`config.mk`:
```
export PLATFORM = sky130hd
export DESIGN_NAME = player_input
export DESIGN_NICKNAME = d
export VERILOG_FILES = /design/src/rtl/player_input.sv
export SDC_FILE = /design/constraint.sdc
export NUM_CORES = 1
export LEC_CHECK = 0
export ABC_CLOCK_PERIOD_IN_PS = 3600
export CAP_MARGIN = 5
export CORE_MARGIN = 5
export CORE_UTILIZATION = 55
export DETAILED_ROUTE_END_ITERATION = 6
export PLACE_DENSITY = 0.87
export SYNTH_ARGS = -nofsm -noshare
export SYNTH_HDL_FRONTEND = slang
export SYNTH_SLANG_ARGS = --single-unit
```
`constraint.sdc`:
```
create_clock -name clk -period 3.6 [get_ports clk]
set_clock_uncertainty 0.1 [all_clocks]
set_input_delay 0.54 -clock clk [delete_from_list [all_inputs] [get_ports clk]]
set_output_delay 0.54 -clock clk [all_outputs]
set_load 0.01 [all_outputs]
```
`src/rtl/player_input.sv`:
```
// ---------------------------------------------------------------------------
// player_input : 16-channel switch synchronizer/debouncer, press pulses, lockout
// Revision 1.0
// ---------------------------------------------------------------------------
`default_nettype none

module player_input #(
   parameter int TICK_DIV      = 100000,
   parameter int STABLE_N      = 4,
   parameter int LOCKOUT_TICKS = 200
) (
   input  logic        clk,
   input  logic        reset,
   input  logic [15:0] raw_sw,
   output logic [15:0] player,
   output logic [15:0] press,
   output logic        lockout,
   output logic        tick
);

   localparam int              TW          = $clog2(TICK_DIV);
   localparam logic [TW-1:0]   TICK_LAST   = TW'(TICK_DIV - 1);
   localparam logic [3:0]      STABLE_LAST = 4'(STABLE_N);
   localparam logic [15:0]     LOCK_LOAD   = 16'(LOCKOUT_TICKS);
   localparam bit              LOCK_EN     = (LOCKOUT_TICKS != 0);

   typedef enum logic [0:0] {
      IDLE   = 1'b0,
      LOCKED = 1'b1
   } lock_state_t;

   logic [15:0]   sync1;
   logic [15:0]   sync2;
   logic [TW-1:0] tick_cnt;
   logic [TW-1:0] tick_cnt_next;
   logic [3:0]    cnt      [16];
   logic [3:0]    cnt_next [16];
   logic [15:0]   qualify;
   logic [15:0]   player_next;
   logic [15:0]   rise;
   lock_state_t   state;
   lock_state_t   state_next;
   logic [15:0]   lock_cnt;
   logic [15:0]   lock_cnt_next;

   always_ff @(posedge clk or negedge reset) begin
      if (!reset) begin
         sync1 <= '0;
         sync2 <= '0;
      end else begin
         sync1 <= raw_sw;
         sync2 <= sync1;
      end
   end

   // tick is registered from the next count so it lines up with TICK_LAST
   assign tick_cnt_next = (tick_cnt == TICK_LAST) ? '0 : tick_cnt + 1'b1;

   always_ff @(posedge clk or negedge reset) begin
      if (!reset) begin
         tick_cnt <= '0;
         tick     <= 1'b0;
      end else begin
         tick_cnt <= tick_cnt_next;
         tick     <= (tick_cnt_next == TICK_LAST);
      end
   end

   for (genvar i = 0; i < 16; i++) begin : g_bit
      logic [3:0] cnt_inc;
      assign cnt_inc        = cnt[i] + 4'd1;
      assign qualify[i]     = tick && (sync2[i] != player[i]) && (cnt_inc == STABLE_LAST);
      assign player_next[i] = qualify[i] ? sync2[i] : player[i];
      assign rise[i]        = qualify[i] && sync2[i];
      assign cnt_next[i]    = !tick                                 ? cnt[i] :
                              ((sync2[i] == player[i]) || qualify[i]) ? 4'd0   :
                                                                       cnt_inc;
   end

   always_ff @(posedge clk or negedge reset) begin
      if (!reset) begin
         player <= '0;
         press  <= '0;
         for (int i = 0; i < 16; i++) begin
            cnt[i] <= '0;
         end
      end else begin
         player <= player_next;
         press  <= lockout ? 16'h0000 : rise;
         for (int i = 0; i < 16; i++) begin
            cnt[i] <= cnt_next[i];
         end
      end
   end

   always_ff @(posedge clk or negedge reset) begin
      if (!reset) begin
         state    <= IDLE;
         lock_cnt <= '0;
         lockout  <= 1'b0;
      end else begin
         state    <= state_next;
         lock_cnt <= lock_cnt_next;
         lockout  <= (state_next == LOCKED);
      end
   end

   // The emitted press register starts the lockout, so lockout rises one cycle after it
   always_comb begin
      state_next    = state;
      lock_cnt_next = lock_cnt;
      case (state)
         IDLE: begin
            if (LOCK_EN && (press != 16'h0000)) begin
               state_next    = LOCKED;
               lock_cnt_next = LOCK_LOAD;
            end
         end
         LOCKED: begin
            if (tick) begin
               if (lock_cnt <= 16'd1) begin
                  state_next    = IDLE;
                  lock_cnt_next = 16'd0;
               end else begin
                  lock_cnt_next = lock_cnt - 16'd1;
               end
            end
         end
         default: begin
            state_next    = IDLE;
            lock_cnt_next = 16'd0;
         end
      endcase
   end

endmodule

`default_nettype wire

```
* After elaboration in Yosys (flattened, before gate mapping)
Cells that the tools add are included.
Operators by class: eq/ne operators 52, bitwise gates (word level) 1, $lt $le $gt $ge 1, mux-type cells 26, add/subtract/negate cells 18, reduce and logical (&&, ||, !) cells 66
Operators with widths (count):
- $add A4 B1 Y4 const B | 16
- $eq A4 B3 Y1 const B | 16
- $mux W16 | 4
- $mux W4 | 16
- $logic_and A1 B1 Y1 | 48
- $eq A17 B17 Y1 const B | 2
- $pmux W16 S2 | 1
- $add A17 B1 Y17 const B | 1
- $mux W17 | 1
- $eq A1 B1 Y1 | 16
- $le A16 B1 Y1 const B | 1
- $logic_or A1 B1 Y1 | 16
- $ne A1 B1 Y1 | 16
- $reduce_bool A16 Y1 | 1
- $sub A16 B1 Y16 const B | 1
- $ne A2 B2 Y1 const B | 2
- $mux W1 | 3
- $pmux W1 S2 | 1
- $reduce_and A2 Y1 | 1
- $not A1 Y1 | 1
Word-level totals: output and inout bits 34, input port bits 18, register bits after elaboration 163, word-level logic and storage cells 203

* Logic depth before layout (Yosys ltp)
Gate-level depths: netlist (run 1).
depth in word-level cells 5, mapped depth 8, depth with buffers taken out 7

* Least setup slack after synthesis (run 1)
No wires, ideal clock.
kind flip-flop to flip-flop, from register lock_cnt[0], to register lock_cnt[15], cell stages (with the launch flop) 8, data arrival time 1.835 ns, path buffers 0, clock period less this slack 2.031 ns, path slack 1.569 ns, data required time 3.405 ns, cell sequence dfrtp_1 > inv_1 > ha_1 > o21bai_1 > nor4_4 > a211o_4 > or2_2 > o31ai_1
Between the ends: cells in the longest elaborated chain, start to end 4, elaborated cells on any way between the ends 5, those cells by class 1 x add/sub; 1 x order compare; 3 x mux
RTL lines:
- from (decl) | RTL line 43 | logic [15:0] lock_cnt;
- from (signal assigned) | RTL line 103 | lock_cnt <= lock_cnt_next;
- $sub A16 B1 Y16 / $le A16 B1 Y1 (equally long branches) | RTL line 125, 121
- $mux W16 * | RTL line 121 | if (lock_cnt <= 16'd1) begin
- $mux W16 * | RTL line 120 | if (tick) begin
- $pmux W16 S2 * | RTL line 112 | case (state)
Every way passes the cells marked *; elsewhere a longest branch is shown, timed or not. The select of a mux whose other input is x is not followed. A chain may end at the register's enable or synchronous reset.

* Worst setup path in the final report (run 1)
from register tick, to output tick
RTL lines:
- from (decl) | RTL line 18 | output logic tick
- from (signal assigned) | RTL line 65 | tick <= (tick_cnt_next == TICK_LAST);
No word-level cell between the ends.

==> results of run 1 <==
-- per-layer routing --
metal / share of wire (%) / up-vias / GRT usage (%)
met4: 2.3 / 0 / 8.93
met1: 42 / 2729 / 25.6
met5: 0 / - / 0
li1: - / 2540 / -
met3: 3.6 / 31 / 4.17
met2: 52 / 129 / 34.9
-- worst register-to-register path, delay by kind of cell, from the launching register on --
family	cells	cell delay, ns
flops	1	0.45
fa+ha+maj	1	0.24
simple gates	1	0.10
compound gates	4	1.42
buf+inv	1	0.07
-- state kept, by name (all words and copies together) (netlist names), 16 cells and up --
name,cells
player,16
tick_cnt,17
cnt,64
press,16
lock_cnt,16
sync1,16
sync2,16
-- stage by stage --
stage	instance area, µm²	utilization [%]
after CTS	8950	65.0
after global placement	8390	60.9
after detailed placement	8390	60.9
after floorplan	7680	-
final	8950	65.0
after global routing	8950	65.0
-- cell families (layout without fill, tap and decap cells) --
logic type	count (synthesis)	after routing	share of synthesized area [%]
compound gates	106	106	10.4
xor+xnor	63	63	7.19
buf+inv	46	116	2.44
fa+ha+maj	35	35	5.70
mux	34	34	4.69
simple gates	227	227	16.4
flops	163	163	53.1
-- Yosys cell counts (2+ instances only) --
cell type  instances  area, µm²
dfrtp_1          163       4080
xor2_1            52        455
nand2_1           51        191
nor2_1            39        146
ha_1              35        438
inv_1             28        105
nand3_1           27        135
o21ai_0           23        115
nand4_1           20        125
mux2i_1           18        180
and3_1            17        106
o211ai_1          17        128
a32o_1            16        160
and2_1            16        100
mux2_2            16        180
nor3b_1           16        120
o2bb2ai_1         16        140
clkbuf_1          15       56.3
a21oi_1           13       65.1
xnor2_1           11       96.3
nor4_1             6       37.5
or3_1              5       31.3
nor3_1             4       20.0
or4_1              4       30.0
nand3b_1           3       22.5
o31ai_1            3       22.5
a31oi_1            2       12.5
and4_1             2       17.5
buf_6              2       22.5
nand2b_1           2       12.5
nor2b_1            2       12.5
nor4_4             2       42.5
o21bai_1           2       15.0
o311ai_1           2       17.5
or2_2              2       12.5
or3_4              2       22.5
-- area by class of cell --
class | count | share of cell area [%]
repair buffers | 57 | 6.36
clock buffers | 23 | 5.34
multi-input cells | 465 | 38.1
flip-flops and latches | 163 | 45.6
inverters | 28 | 1.17
clock inverters | 8 | 0.867
well taps | 180 | 2.52
-- worst paths after layout --
path,startpoint,end,depth (start not counted)
setup / recovery,tick$_DFF_PN0_,tick,2
hold / removal,reset,lock_cnt[8]$_DFFE_PN0P_,1
setup reg to reg,lock_cnt[0]$_DFFE_PN0P_,lock_cnt[8]$_DFFE_PN0P_,7
hold reg to reg,sync1[1]$_DFF_PN0_,sync2[1]$_DFF_PN0_,0
max in group asynchronous,reset,sync2[10]$_DFF_PN0_,2
min in group clk,sync1[1]$_DFF_PN0_,sync2[1]$_DFF_PN0_,0
-- power breakdown --
group | switching, W | internal, W
clock network | 0.000695 | 0.00100
registers | 0.0000110 | 0.00185
logic | 0.0000439 | 0.0000257
==> impl.org, run 1 <==
** Outcome
- The run finished with clean final reports.

** Timing
- Static timing analysis puts the maximum clock frequency at 373 MHz.
- Final hold analysis gives a worst-case slack of 0.0845 ns.
- The final critical path takes up 74.4% of the cycle.
- Number of failing hold endpoints at the final stage :: 0
- Max-Slew Margin vs Limit :: 26.2%
- For the pin with the worst max-slew slack, the measured transition is roughly 1.1 ns.
- Setup slack closes at 0.922 ns.
- Setup repair after global routing left no endpoint under its margin.
- The clock period could shrink to 2.68 ns.
- Setup violations remaining at the end of the flow were counted as 0.
- The number of max-slew violations in the final report was 0.
- Adding up every negative setup slack in the final design gives 0 ns.

** Yosys
- In the synthesized netlist the async set-or-reset flop fraction comes to 100%.
- Number of unique standard cell types used by synthesis :: 56
- Synth Flop Type :: dfrtp_1
- Syn_area_per_cell :: 11.4 µm²
- The share of the Yosys chip area taken by registers is 53.1%.
- In this run, synthesis inferred 0 flip-flops with an integrated enable.
- Synthesis produced a netlist whose cell count is approximately 670.
- Area of the mapped netlist :: 0.00768 mm²
- When the netlist entered floorplanning its net count stood at 727.
- Register bit total from synthesis :: about 160
- Yosys printed 0 warnings.

** Pwr
- The completed layout was analyzed and its total power is 0.00363 W.
- Dividing total power by cell area gives a power density of 405 mW/mm².
- For this design the static power due to leakage is about 4.3 nW.
- Worst vdd rail ir drop :: 0.318 mV

** Layout
- Leading cell types in the layout, fill and taps excluded :: 162 x dfrtp_1, 52 x xor2_1, 51 x nand2_1
- Fraction of final layout cells sized beyond drive strength 1 :: 9.14%
- Most common library cell in the layout ignoring fill and taps :: dfrtp_1
- The number of antenna diodes in the final layout is 0.
- Count of placed standard cells in the final layout, fillers left out :: 924
- After the last flow step, the layout net total stands at between 700 and 800.
- In the final layout, the multi-input gates occupy 0.00341 mm².
- Registers take 0.00408 mm².
- Number of inserted filler cells in the final layout :: 1015
- The area growth from synthesis to layout is 16.5%.

** Placement
- Once detailed placement completed, the half-perimeter wirelength came to 10800 µm.
- Setup slack after placement :: 1.21 ns
- Placed Instances :: between 800 and 900
- Global placement routability congestion :: 0.839
- Port Buf Inserts :: 51

** Setup path
- For the worst setup path, the data arrival time is 2.04 ns.
- The worst setup path is of the flop to output port kind.
- The worst setup path is captured at an output port.
- The largest individual stage delay along the critical path comes from the cell clkdlybuf4s50_1.
- Reg-to-reg slack, setup :: 1.13 ns
- The largest single stage delay on the critical path is 0.68 ns.
- Ordered cell list for the critical path :: buf_4 > clkdlybuf4s50_1
- Together, buffers and inverters on the worst path number 2.
- The cell family contributing the most delay on the critical path is buffers and inverters.
- At the worst endpoint, the required time is 2.96 ns.
- Critical path fanouts, max :: 82
- Launching element type of the critical path :: flop

** Route
- Average wire length per cell after detail routing :: 17.3 µm
- Dividing the detail-routed via count by the number of cells gives 5.88.
- First drt pass iteration count :: 5
- Detail Route Antenna Nets :: 0
- For this run, design rule violations remaining after detail routing come to 0.
- Number of vias after detailed routing :: 5429
- Summed over all layers, the routed wires come to 15900 µm.
- Number of DRC markers in iteration 0 :: 466

** Clocking
- CTS Root Buffer Type :: clkbuf_16
- Total clock buffers created by CTS :: 17
- CTS Hold Bufs :: 0
- The clock net in this run drives a total of 163 sinks.
- No sink is reached through more buffers than the 2 on the longest clock path.
- The H-tree was split into 4 levels.
- Number of cells upsized or downsized after cts :: 0
- Clock transition at path regs :: approximately 0.07 ns
- TritonCTS clock tree :: yes
- Insertion delay of the later-clocked pin in the worst-skew pair :: 0.43 ns
- Post-CTS timing repair inserted 0 buffers for setup.

** Global routing
- Overall overflow remaining after global route :: 0
- Wire length of the first global-routing pass :: 27100 µm
- Via count of the first global-routing pass :: 5699
- The number of antenna violations at the first check in global routing came to 0.
- In the global route stage, overall resource usage came out at 20.6%.
- Entering global routing, the biggest net connects between 90 and 100 pins.

** Min path
- In this run the worst hold path is classified as primary input to async pin.

** Floorplan
- The floorplan has 43 rows.
- The total area inside the core boundary comes to 0.0138 mm².
- Starting density of the core :: 55.7%
- The die covers 0.0164 mm².
- X dimension of the die :: approximately 130 µm
- In this run the count of I/O pins placed on the die edge is 52.
- Die Ht :: between 100 and 150 µm

** Run
- Max-cap violations in this run came to 0.
Note: power is estimated with default switching activity, not from simulation.
==> run 2: changes to the inputs <==
==> config.mk (replaced) <==
export PLATFORM = sky130hd
export DESIGN_NAME = player_input
export DESIGN_NICKNAME = d
export VERILOG_FILES = /design/src/rtl/player_input.sv
export SDC_FILE = /design/constraint.sdc
export NUM_CORES = 1
export LEC_CHECK = 0
export ABC_CLOCK_PERIOD_IN_PS = 2370
export CAP_MARGIN = 5
export CORE_MARGIN = 5
export CORE_UTILIZATION = 53
export DETAILED_ROUTE_END_ITERATION = 6
export PLACE_DENSITY = 0.88
export SYNTH_ARGS = -nofsm -noshare
export SYNTH_HDL_FRONTEND = slang
export SYNTH_SLANG_ARGS = --single-unit
==> constraint.sdc (replaced) <==
create_clock -name clk -period 2.37 [get_ports clk]
set_clock_uncertainty 0.1 [all_clocks]
set_input_delay 0.3555 -clock clk [delete_from_list [all_inputs] [get_ports clk]]
set_output_delay 0.3555 -clock clk [all_outputs]
set_load 0.01 [all_outputs]
==> impl.org, run 2 (same netlist as run 1, synthesis figures left out) <==
** Timing
- Max-slew violation total from the final report :: 0
- Setup repair after global routing left no endpoint under its margin.
- After layout, the minimum clock period comes to 2.22 ns.
- Static timing analysis puts the maximum clock frequency at around 450 MHz.
- Number of failing hold endpoints at the final stage :: 0
- Dividing the final minimum period by the clock period gives 93.6%.
- Max-Slew Margin vs Limit :: 62.4%
- Adding up every negative setup slack in the final design gives 0 ns.
- For the pin with the worst max-slew slack, the measured transition is 0.560 ns.
- Fin Hold WS :: about 0.25 ns
- Setup violations remaining at the end of the flow were counted as 0.

** Placement
- The placed instances occupy a cell area of 0.00845 mm².
- Port Buf Inserts :: roughly 50
- Global placement routability congestion :: roughly 0.84
- Detailed placer's ending HPWL :: around 10000 µm

** Route
- Vias per cell :: between 5 and 6
- Total length of routed wires :: 15400 µm
- After detailed routing, the number of remaining DRC violations is 0.
- The routed layout has 5347 vias.
- Met3 wire len :: approximately 560 µm
- Number of DRC markers in iteration 0 :: around 360
- The detailed router used layers up to and including met4.
- Metal-1 WL :: roughly 6700 µm
- After detailed routing, the average wire length per cell comes to 16.4 µm.
- Detail Route Antenna Nets :: 0
- The first detailed-routing pass took 4 iterations.
- Met2 wire length :: 7760 µm

** Setup path
- The critical path in this run is classified as flop to output port.
- The worst setup path is captured at an output port.
- Critical path fanouts, max :: 14
- The worst setup path is launched from a flop.
- The slowest stage of the critical path is the clkdlybuf4s50_1 cell.
- At the worst endpoint, the arrival time is 1.76 ns.
- The critical path goes through buf_4 > clkdlybuf4s50_1.
- The number of cells on the worst reg-to-reg path is 7.
- Reg-to-reg slack, setup :: 0.17 ns
- Critical path's largest stage delay :: 0.59 ns
- STA puts the critical path data required time at between 1.5 and 2 ns.
- The startpoint identified for the worst register-to-register timing path is lock_cnt[0]$_DFFE_PN0P_.
- Top Family by Delay on Critical Path :: buffers and inverters
- R2r endpoint :: lock_cnt[15]$_DFFE_PN0P_
- Counting both buffers and inverters, the worst setup path holds a total of 2.

** Min path
- Along the worst hold path, the cell count comes to 0.
- The tightest min-delay check is of the flop to flop type.
- The path with the worst hold slack has its endpoint at sync2[10]$_DFF_PN0_.
- Startpoint of the tightest hold check path :: sync1[10]$_DFF_PN0_

** Global routing
- In the global route stage, overall resource usage came out at 19.7%.
- The via count of the first global-routing pass came to 5422.
- Largest net degree at the start of global routing :: 57
- The total overflow left after global routing is 0.
- The number of antenna violations at the first check in global routing is 0.
- The first global-routing pass estimated 26500 µm of wire.

** Layout
- Max FFs per register :: 64
- The library cell used most frequently in the layout, excluding fill and tap cells, is dfrtp_1.
- Most flop-heavy register :: cnt
- Leading cell types in the layout, fill and taps excluded :: 162 x dfrtp_1, 52 x xor2_1, 51 x nand2_1
- Of the cells placed in the final design, the portion with a size suffix greater than 1 is between 10% and 20%.
- Net count, final :: 791
- Fin area :: 0.00910 mm²
- Diodes inserted :: 0
- Registers with the most flip-flops :: cnt x64, tick_cnt x17
- Compared with the post-synthesis result, the final layout area differs by 18.6%.

** Floorplan
- Die outline area :: 0.0170 mm²
- The die is 130 µm wide.
- For this configuration, the core starts out at a cell density of 53.4%.
- Ports placed on the boundary :: 52
- The die is 130 µm tall.
- Standard cell core area :: 0.0144 mm²
- Number of placement rows :: 44

** Clocking
- TritonCTS clock tree :: yes
- The clock reaches the later pin of the worst-skew pair after approximately 0.43 ns.
- Counting the buffers created by CTS gives 17.
- Setup Buffers After CTS :: 0
- Clock transition at path regs :: 0.06 ns
- Clock sink count :: around 160
- The longest clock path from root to sink contains 2 buffers.
- CTS Root Buffer Type :: clkbuf_16
- H-Tree Level Count :: 4

** Pwr
- Lkg Pwr :: approximately 4.3 nW
- Cell Pwr Density :: 647 mW/mm²
- Worst vdd rail ir drop :: roughly 0.48 mV

** Outcome
- The run finished with clean final reports.

** Run
- The tool flagged a number of max-cap violations equal to 0.
## run 2: final cells by class
cell class / count / area [µm²]
flip-flops and latches: 163 / 4080
repair buffers: 63 / 629
fillers: 1078 / 5270
clock inverters: 14 / 201
clock buffers: 18 / 439
well taps: 184 / 230
inverters: 28 / 105
multi-input cells: 465 / 3420
## run 2: how the worst max path moves through the flow
stage | startpoint | endpoint | slack (ns) | depth (start not counted)
detailed placement | lock_cnt[0]$_DFFE_PN0P_ | lock_cnt[9]$_DFFE_PN0P_ | 0.04 | 7
floorplan | lock_cnt[0]$_DFFE_PN0P_ | lock_cnt[15]$_DFFE_PN0P_ | 0.34 | 7
global route | lock_cnt[0]$_DFFE_PN0P_ | lock_cnt[15]$_DFFE_PN0P_ | 0.03 | 7
finish | state$_DFF_PN0_ | lockout | 0.15 | 2
global placement | lock_cnt[0]$_DFFE_PN0P_ | lock_cnt[9]$_DFFE_PN0P_ | 0.13 | 7
CTS | lock_cnt[0]$_DFFE_PN0P_ | lock_cnt[9]$_DFFE_PN0P_ | 0.03 | 7
## run 2: worst register-to-register path: cells and delay by family (launching register included)
family,cells,cell delay (ns)
compound gates,3,0.83
fa+ha+maj,1,0.23
buf+inv,1,0.07
simple gates,2,0.43
flops,1,0.44
## run 2: power breakdown
part / total, W / leakage (nW) / internal [W] / switching, W
combinational: 0.000108 / 1.83 / 0.0000411 / 0.0000669
sequential: 0.00283 / 2.19 / 0.00281 / 0.0000170
clock: 0.00296 / 0.301 / 0.00181 / 0.00115
total: 0.00589 / 4.32 / 0.00466 / 0.00123
## run 2: through the flow
stage / util, % / total power, W / setup WS, ns / std cells
2_1_floorplan: - / 0.00289 / 0.339 / 674
3_3_place_gp: 58.8 / 0.00299 / 0.127 / 902
3_5_place_dp: 58.8 / 0.00299 / 0.0362 / 902
4_1_cts: 63.3 / 0.00594 / 0.0283 / 935
5_1_grt: 63.4 / 0.00607 / 0.0335 / 935
6_report: 63.4 / 0.00589 / 0.151 / 935
## run 2: layer usage
metal,up-vias,GRT usage [%]
li1,2542,-
met2,107,32.1
met4,0,7.50
met1,2670,26.0
met5,-,0
met3,28,4.63
## run 2: what timing repair did
item	4_1_cts	5_1_grt
hold buffers	1	0
endpoints found under the hold margin	30	0
resized for setup	0	1
setup endpoints to repair	0	9
==> run 3: changes to the inputs <==
==> config.mk (replaced) <==
export PLATFORM = sky130hd
export DESIGN_NAME = player_input
export DESIGN_NICKNAME = d
export VERILOG_FILES = /design/src/rtl/player_input.sv
export SDC_FILE = /design/constraint.sdc
export NUM_CORES = 1
export LEC_CHECK = 0
export ABC_CLOCK_PERIOD_IN_PS = 2300
export CAP_MARGIN = 5
export CORE_MARGIN = 5
export CORE_UTILIZATION = 55
export DETAILED_ROUTE_END_ITERATION = 6
export HOLD_SLACK_MARGIN = 0.02
export PLACE_DENSITY = 0.87
export SYNTH_ARGS = -nofsm -noshare
export SYNTH_HDL_FRONTEND = slang
export SYNTH_SLANG_ARGS = --single-unit
==> constraint.sdc (replaced) <==
create_clock -name clk -period 2.3 [get_ports clk]
set_clock_uncertainty 0.1 [all_clocks]
set_input_delay 0.345 -clock clk [delete_from_list [all_inputs] [get_ports clk]]
set_output_delay 0.345 -clock clk [all_outputs]
set_load 0.01 [all_outputs]
==> impl.org, run 3 (same netlist as run 1, synthesis figures left out) <==
** Timing
- Number of failing hold endpoints at the final stage :: 0
- Setup repair after global routing missed its margin :: no
- Minimum period implied by the final worst setup slack :: 2.22 ns
- Fmax achieved :: 450 MHz
- The number of max-slew violations in the final report was 0.
- Measured against its own limit, the worst slew margin works out to a little over three fifths.
- Worst-Margin Slew :: approximately 0.56 ns
- Worst Setup Slack, final :: 0.0771 ns
- Post-route clock period utilization :: 96.6%
- Final setup violation count :: 0

** Layout
- Fraction of final layout cells sized beyond drive strength 1 :: 9.63%
- In the layout the commonest cells are 162 x dfrtp_1, 52 x xor2_1, 51 x nand2_1.
- The register with the most flip-flops in the final layout is cnt.
- From synthesis to final layout, the design area changed by 17.6%.
- The repair_antennas step left the layout with diodes totalling 0.
- For this run, the share of the core covered by cells in the final layout is 65.6%.
- In the final design database the tool counted 788 nets.
- The layout has 1028 filler cells.
- Most common library cell in the layout ignoring fill and taps :: dfrtp_1
- Fin area :: 0.00903 mm²
- The largest registers in the layout are cnt x64, tick_cnt x17.
- Max FFs per register :: 64

** Global routing
- Summed over all layers, the global routing overflow is 0.
- Wire length of the first global-routing pass :: 27600 µm
- Overall fraction of global-route tracks in use :: 20.9%
- The number of antenna violations at the first check in global routing was 0.
- Via count of the first global-routing pass :: 5874
- Largest net degree at the start of global routing :: 62

** Setup path
- Critical Path RT :: 2.52 ns
- The critical path is of the flop to flop type.
- The kind of cell with the highest combined delay along the critical path is compound AO/OA/AOI/OAI gates.
- Critical path buffer and inverter count :: 1
- Data arrives at the worst endpoint at 2.44 ns.
- Type of destination of the critical path :: flop
- Critical path's largest stage delay :: 0.54 ns
- Among all stages on the critical path, the largest delay is contributed by a211oi_4.
- Of all nets on the critical path, the largest fanout is 12.
- Walking the worst path, the cells encountered are inv_1 > ha_1 > o21bai_2 > nor4_4 > a211oi_4 > a21oi_1 > mux2i_1.
- Launching element type of the critical path :: flop

** Floorplan
- Starting density of the core :: 55.7%
- Number of placement rows :: 43
- Pin placement for this block handled 52 I/O pins.
- In this run the standard cell core region covers 0.0138 mm².
- Measured along the x axis, the die boundary spans 128 µm.
- Die outline area :: 0.0164 mm²
- Die Ht :: 128 µm

** Min path
- Path class of the lowest-slack min-delay path :: flop to flop

** Placement
- Detailed placement ended at an HPWL of 10900 µm.
- Global placement routability congestion :: 0.892
- Port Buf Inserts :: 51
- Dpl cell area :: between 0.008 and 0.009 mm²
- Timing analysis after detailed placement gives a worst setup slack of -0.0842 ns.

** Clocking
- Total clock buffers created by CTS :: 17
- Insertion delay of the later-clocked pin in the worst-skew pair :: 0.42 ns
- Clock tree synthesis found a total of 163 sinks.
- Longest Clk Path Bufs :: 2
- CTS placed an instance of clkbuf_16 at the clock tree root.
- Clock transition at path regs :: 0.06 ns
- H-Tree Level Count :: 4
- TritonCTS clock tree :: yes
- Setup Buffers After CTS :: 0

** Route
- Dividing the detail-routed via count by the number of cells gives ~6.0.
- In this run, the number of DRC markers left after iteration 0 of detailed routing was 320.
- Wires add up to 16100 µm.
- Average wire length per cell after detail routing :: 17.3 µm
- Detail Route Antenna Nets :: 0
- Number of vias after detailed routing :: 5536
- Remaining routing DRC violations :: 0
- First drt pass iteration count :: 5

** Outcome
- Result of the run :: complete, no violations

** Pwr
- Cell Pwr Density :: 645 mW/mm²
- Worst vdd rail ir drop :: roughly 0.52 mV
- Lkg Pwr :: 4.29 nW

** Run
- The tool flagged a number of max-cap violations equal to 0.
-- run 3: worst paths after layout --
| path | start | end | slack (ns) | cells after the start |
|---|---|---|---|---|
| max reg2reg | lock_cnt[0]$_DFFE_PN0P_ | lock_cnt[12]$_DFFE_PN0P_ | 0.08 | 7 |
| min reg2reg | sync1[10]$_DFF_PN0_ | sync2[10]$_DFF_PN0_ | 0.25 | 0 |
| max in group asynchronous | reset | cnt[9]$_DFFE_PN0P_ | 1.12 | 3 |
| min | sync1[10]$_DFF_PN0_ | sync2[10]$_DFF_PN0_ | 0.25 | 0 |
| min in group asynchronous | reset | cnt[58]$_DFFE_PN0P_ | 0.30 | 2 |
| max | lock_cnt[0]$_DFFE_PN0P_ | lock_cnt[12]$_DFFE_PN0P_ | 0.08 | 7 |
-- run 3: final cells by class --
| type | count | area [µm²] | share of cell area, % |
|---|---|---|---|
| inverters | 28 | 105 | 1.16 |
| well taps | 180 | 225 | 2.49 |
| repair buffers | 60 | 607 | 6.72 |
| flip-flops and latches | 163 | 4080 | 45.2 |
| multi-input cells | 465 | 3420 | 37.9 |
| clock inverters | 8 | 100 | 1.11 |
| clock buffers | 24 | 492 | 5.44 |
-- run 3: through the flow --
stage,power [W],hold slack [ns],TNS [ns],std cells
global route,0.00602,0.246,0,928
finish,0.00583,0.247,0,928
global placement,0.00308,0.175,0,895
floorplan,0.00298,-0.0506,0,674
detailed placement,0.00308,0.176,-0.101,895
CTS,0.00587,0.244,0,928
-- run 3: per-layer routing --
layer	up-vias	routed length (µm)	global-route usage [%]
met5	-	0	0
met4	0	607	11.7
met3	51	602	4.21
met2	151	8420	36.1
met1	2801	6470	24.4
li1	2533	-	-
-- run 3: where the power goes --
| part | switching (W) | leakage, nW | internal, W |
|---|---|---|---|
| logic | 0.0000695 | 1.83 | 0.0000437 |
| registers | 0.0000170 | 2.19 | 0.00290 |
| clock network | 0.00109 | 0.278 | 0.00171 |
-- run 3: timing repair --
item,CTS,global route
endpoints found under the hold margin,36,0
gates resized for setup,1,1
hold buffers,1,0
setup endpoints to repair,2,2
pin swaps,0,0
